**src/rtl/mux_scan_ctrl.sv**
```systemverilog
// Select sequencer for a 4-to-1 mux. It steps s1/s0 through the enabled channels,
// waits DWELL cycles on each, then samples mux_o into the matching bit of word.
module mux_scan_ctrl #(
   parameter int unsigned DWELL = 2
) (
   input  logic       clk,
   input  logic       rst_n,
   input  logic       start,
   input  logic [3:0] en_mask,
   input  logic       mux_o,
   output logic       s1,
   output logic       s0,
   output logic       busy,
   output logic       done,
   output logic [3:0] word
);

   typedef enum logic [1:0] {IDLE, SCAN, DONE} state_t;

   localparam logic [3:0] RELOAD = 4'(DWELL - 1);

   state_t     state;
   logic [3:0] cnt;
   logic [3:0] mask;
   logic [1:0] sel;
   logic [1:0] first_ch;
   logic [1:0] next_ch;
   logic       next_valid;

   assign s1 = sel[1];
   assign s0 = sel[0];

   // Pick the lowest enabled channel at launch, and the next enabled channel above
   // the current one during a scan. Both loops run downward so the lowest index wins.
   always_comb begin
      first_ch   = '0;
      next_ch    = sel;
      next_valid = 1'b0;
      for (int i = 3; i >= 0; i--) begin
         if (en_mask[i])
            first_ch = 2'(i);
         if (mask[i] && (i > int'(sel))) begin
            next_valid = 1'b1;
            next_ch    = 2'(i);
         end
      end
   end

   // done is raised on the edge that enters DONE, so it is high for exactly the one
   // cycle spent there. The selects are only touched at launch and on sample edges.
   always_ff @(posedge clk or negedge rst_n) begin
      if (!rst_n) begin
         state <= IDLE;
         cnt   <= '0;
         mask  <= '0;
         sel   <= '0;
         busy  <= 1'b0;
         done  <= 1'b0;
         word  <= '0;
      end else begin
         case (state)
            IDLE: begin
               done <= 1'b0;
               busy <= 1'b0;
               if (start) begin
                  mask <= en_mask;
                  word <= '0;
                  if (en_mask != 4'b0000) begin
                     sel   <= first_ch;
                     cnt   <= RELOAD;
                     busy  <= 1'b1;
                     state <= SCAN;
                  end else begin
                     done  <= 1'b1;
                     state <= DONE;
                  end
               end
            end
            SCAN: begin
               if (cnt != 4'd0) begin
                  cnt <= cnt - 4'd1;
               end else begin
                  word[sel] <= mux_o;
                  if (next_valid) begin
                     sel <= next_ch;
                     cnt <= RELOAD;
                  end else begin
                     busy  <= 1'b0;
                     done  <= 1'b1;
                     state <= DONE;
                  end
               end
            end
            DONE: begin
               done  <= 1'b0;
               state <= IDLE;
            end
            default: begin
               busy  <= 1'b0;
               done  <= 1'b0;
               state <= IDLE;
            end
         endcase
      end
   end

endmodule

```
**config.mk**
```make
export PLATFORM = sky130hd
export DESIGN_NAME = mux_scan_ctrl
export DESIGN_NICKNAME = d
export VERILOG_FILES = /design/src/rtl/mux_scan_ctrl.sv
export SDC_FILE = /design/constraint.sdc
export NUM_CORES = 1
export LEC_CHECK = 0
export CAP_MARGIN = 15
export CORE_MARGIN = 1.5
export CORE_UTILIZATION = 25
export CTS_CLUSTER_SIZE = 28
export DETAILED_ROUTE_END_ITERATION = 7
export SLEW_MARGIN = 20
export SYNTH_ARGS = -nofsm -noshare
export SYNTH_HDL_FRONTEND = slang
export SYNTH_SLANG_ARGS = --single-unit
```
**constraint.sdc**
```tcl
create_clock -name clk -period 4.24 [get_ports clk]
set_input_delay 0.848 -clock clk [delete_from_list [all_inputs] [get_ports clk]]
set_output_delay 0.848 -clock clk [all_outputs]
set_load 0.05 [all_outputs]
```
==> flow_results.org <==
** Route
- Remaining design rule violation count :: 0
- WL per Instance :: 11.8 µm
- Via-per-instance ratio :: 4.65
- Antenna-violating nets left :: 0
- Iter 0 DRT Violations :: 21
- Wire length reported by the detailed router :: around 1800 µm
- Vias :: 730
- Initial DRT Pass Iterations :: 4

** Placement
- Routability-driven placement finished with a final weighted congestion of 0.788.
- After legalization and detailed placement, the total HPWL measured about 1400 µm.
- Placed instance area :: ~1100 µm²
- Buffers placed on the I/O ports in this run total 15.

** Clock tree
- Gates resized during post-CTS repair numbered 0.
- CTS built an H-tree with a depth of 1.
- TritonCTS created 3 clock buffers.
- Clock tree from TritonCTS :: yes
- Clock latency on the worst-skew pair :: ~0.25 ns
- The tree built by TritonCTS fans out to 17 sinks.
- Count of hold buffers inserted by post-cts repair :: 0
- Buffers added to address setup during post-CTS repair amount to 0.
- Bufs on Longest Clock Path :: 2
- Clock tree root buffer cell :: sky130_fd_sc_hd__clkbuf_8
- Worst-path clk slew :: approximately 0.07 ns

** Global routing
- Initial antenna violation count :: 0
- GRT Total Usage :: about a tenth
- Summed over all layers, the global routing overflow is 0.
- Vias in the first global route :: between 700 and 800
- Maximum number of pins on one net before global-route repair :: 18
- The first global-routing pass estimated about 3400 µm of wire.

** Synthesis
- Post-Synthesis Cells :: 93
- Summing every instance area after synthesis gives between 900 and 1000 µm².
- Post-Synthesis Net Count :: 103
- Counting distinct cell types in the post-synthesis netlist gives 36.
- Number of flops mapped to enable cells by yosys :: 0
- Sequential fraction of the synthesis area :: 46.1%
- Seq cells post-synth :: 17
- Synthesized area divided by synthesized cell count :: roughly 9.9 µm²
- After synthesis, the share of flip-flops with an asynchronous set or reset is 100%.
- Count of yosys warnings during synthesis :: 0
- Among all flip-flop cells after synthesis, the most frequent one is sky130_fd_sc_hd__dfrtp_1.

** Status
- The run finished with clean final reports.

** Die
- Die outline area :: ~4000 µm²
- Total I/O pin count :: 16
- Total number of placement rows :: 21
- Initial standard-cell utilization of the core :: between 20% and 30%
- After floorplanning, the core was sized to cover 3440 µm².
- Measured along the y axis, the die boundary spans about 64 µm.
- Floorplan die width :: roughly 64 µm

** Worst setup path
- The largest single stage delay on the critical path is between 0.8 and 0.9 ns.
- The slowest stage of the critical path is the sky130_fd_sc_hd__clkdlybuf4s50_1 cell.
- Critical path class :: reg2out
- Critical Path RT :: ~3.4 ns
- CP startpoint kind :: flop
- At the worst endpoint, the arrival time is 1.59 ns.
- Worst-path fanout max :: 8
- Number of buffers and inverters on the critical path :: 1
- Kind of end point of the critical path :: output pin
- Critical path cell sequence :: clkdlybuf4s50_1
- In this design, the largest share of critical-path delay is due to buffers and inverters.

** Timing
- The final-report hold violation count came to 0.
- After routing, the total negative slack on setup checks comes to 0 ns.
- Hold WS :: approximately 0.5 ns
- Post-route minimum period :: ~2.4 ns
- The total count of max-transition violations in the final report is 0.
- Portion of the clock cycle consumed by the worst path in the final layout :: between 50% and 60%
- In this run the tightest slew margin relative to its limit is between 40% and 50%.
- Worst-Margin Slew :: 0.783 ns
- Timing would allow up to ~400 MHz.
- Final-report setup violation count :: 0
- Clock skew on the completed layout was measured at between 0.005 and 0.006 ns.
- Setup repair after global routing left no endpoint under its margin.

** Finish
- For this run, the post-layout net count is 122.
- Relative area change from synthesis to final layout :: 27.0%
- Antenna diode count :: 0
- The finished cells cover around 1200 µm².
- Fraction of layout cells with a size suffix above 1 :: between 15 and 20%

** Job
- Number of max-cap violations :: 0

** Min path
- Worst Hold Class :: reg2reg

** Power and ir drop
- Reported leakage power :: around 0.49 nW
- Worst vdd rail ir drop :: ~0.18 mV
- Total power density per cell area :: about 730 nW/µm²
cell type report:
| cell class | count | area [µm²] |
|---|---|---|
| Timing Repair Buffer | 15 | 150 |
| Tap cell | 46 | 57.6 |
| Inverter | 6 | 22.5 |
| Sequential cell | 17 | 425 |
| Multi-Input combinational cell | 69 | 469 |
| Fill cell | 357 | 2270 |
| Clock buffer | 3 | 41.3 |
| Clock inverter | 1 | 5.00 |
per-layer routing:
layer  GRT usage, %  vias to the layer above  share of wire [%]
li1               -                      370                  -
met1           12.9                      344                 48
met2           17.2                       16                 48
met3           3.70                        0                4.7
met4           3.53                        0                  0
met5              0                        -                  0
cell families after synthesis:
kind of cell    synth area share (%)
simple gates                    27.0
compound gates                  17.6
flops                           46.1
buf+inv                         2.98
mux                             3.53
fa+ha+maj                       2.71
synthesized netlist by cell type, types with 2 or more instances:
cell | instances | area (µm²)
sky130_fd_sc_hd__nand3_1 | 5 | 25.0
sky130_fd_sc_hd__o21ai_0 | 3 | 15.0
sky130_fd_sc_hd__a21oi_1 | 5 | 25.0
sky130_fd_sc_hd__or3_1 | 2 | 12.5
sky130_fd_sc_hd__ha_1 | 2 | 25.0
sky130_fd_sc_hd__nand2_1 | 9 | 33.8
sky130_fd_sc_hd__o31ai_1 | 4 | 30.0
sky130_fd_sc_hd__dfrtp_1 | 17 | 425
sky130_fd_sc_hd__nor3_1 | 5 | 25.0
sky130_fd_sc_hd__nor2_1 | 8 | 30.0
sky130_fd_sc_hd__mux2_2 | 2 | 22.5
sky130_fd_sc_hd__inv_1 | 6 | 22.5
sky130_fd_sc_hd__nand2b_1 | 2 | 12.5
power breakdown:
part / internal (W) / switching [W] / total, W / leakage [nW]
clock network: 0.0000652 / 0.0000547 / 0.000120 / 0.0255
logic: 0.000172 / 0.000262 / 0.000434 / 0.252
registers: 0.000229 / 0.0000732 / 0.000302 / 0.215
total: 0.000466 / 0.000390 / 0.000856 / 0.493
sequential cells by signal, indices dropped and copies added (netlist names):
name	cells
cnt	4
word	4
mask	3
sel	2
state	2
busy	1
done	1
cells in the final DEF (no fill, tap or decap), types with 2 or more instances in the layout:
| cell | n |
|---|---|
| sky130_fd_sc_hd__o21ai_0 | 3 |
| sky130_fd_sc_hd__nand2_1 | 9 |
| sky130_fd_sc_hd__dfrtp_1 | 17 |
| sky130_fd_sc_hd__nand3_1 | 5 |
| sky130_fd_sc_hd__nand2b_1 | 2 |
| sky130_fd_sc_hd__nor2_1 | 8 |
| sky130_fd_sc_hd__o31ai_1 | 4 |
| sky130_fd_sc_hd__clkdlybuf4s50_1 | 15 |
| sky130_fd_sc_hd__or3_1 | 2 |
| sky130_fd_sc_hd__mux2_2 | 2 |
| sky130_fd_sc_hd__clkbuf_8 | 3 |
| sky130_fd_sc_hd__inv_1 | 6 |
| sky130_fd_sc_hd__nor3_1 | 5 |
| sky130_fd_sc_hd__ha_1 | 2 |
| sky130_fd_sc_hd__a21oi_1 | 5 |
metrics by stage:
stage	cells	utilization [%]	setup slack, ns	total power (W)
6_report	157	34.0	1.80	0.000856
2_1_floorplan	93	-	2.37	0.000618
3_3_place_gp	153	32.7	1.84	0.000732
4_1_cts	157	34.0	1.79	0.000866
5_1_grt	157	34.0	1.74	0.000927
3_5_place_dp	153	32.7	1.82	0.000743
final timing paths:
kind                          from  endpoint  slack [ns]  depth (start not counted)
max                         sel[0]        s0        1.80                          1
min in group asynchronous    rst_n   word[3]        1.05                          1
max reg2reg                 cnt[0]    sel[0]        2.44                          7
min reg2reg                word[3]   word[3]        0.50                          2
min                        word[3]   word[3]        0.50                          2
max in group asynchronous    rst_n   mask[3]        2.70                          1
Note: power is estimated with default switching activity, not from simulation.
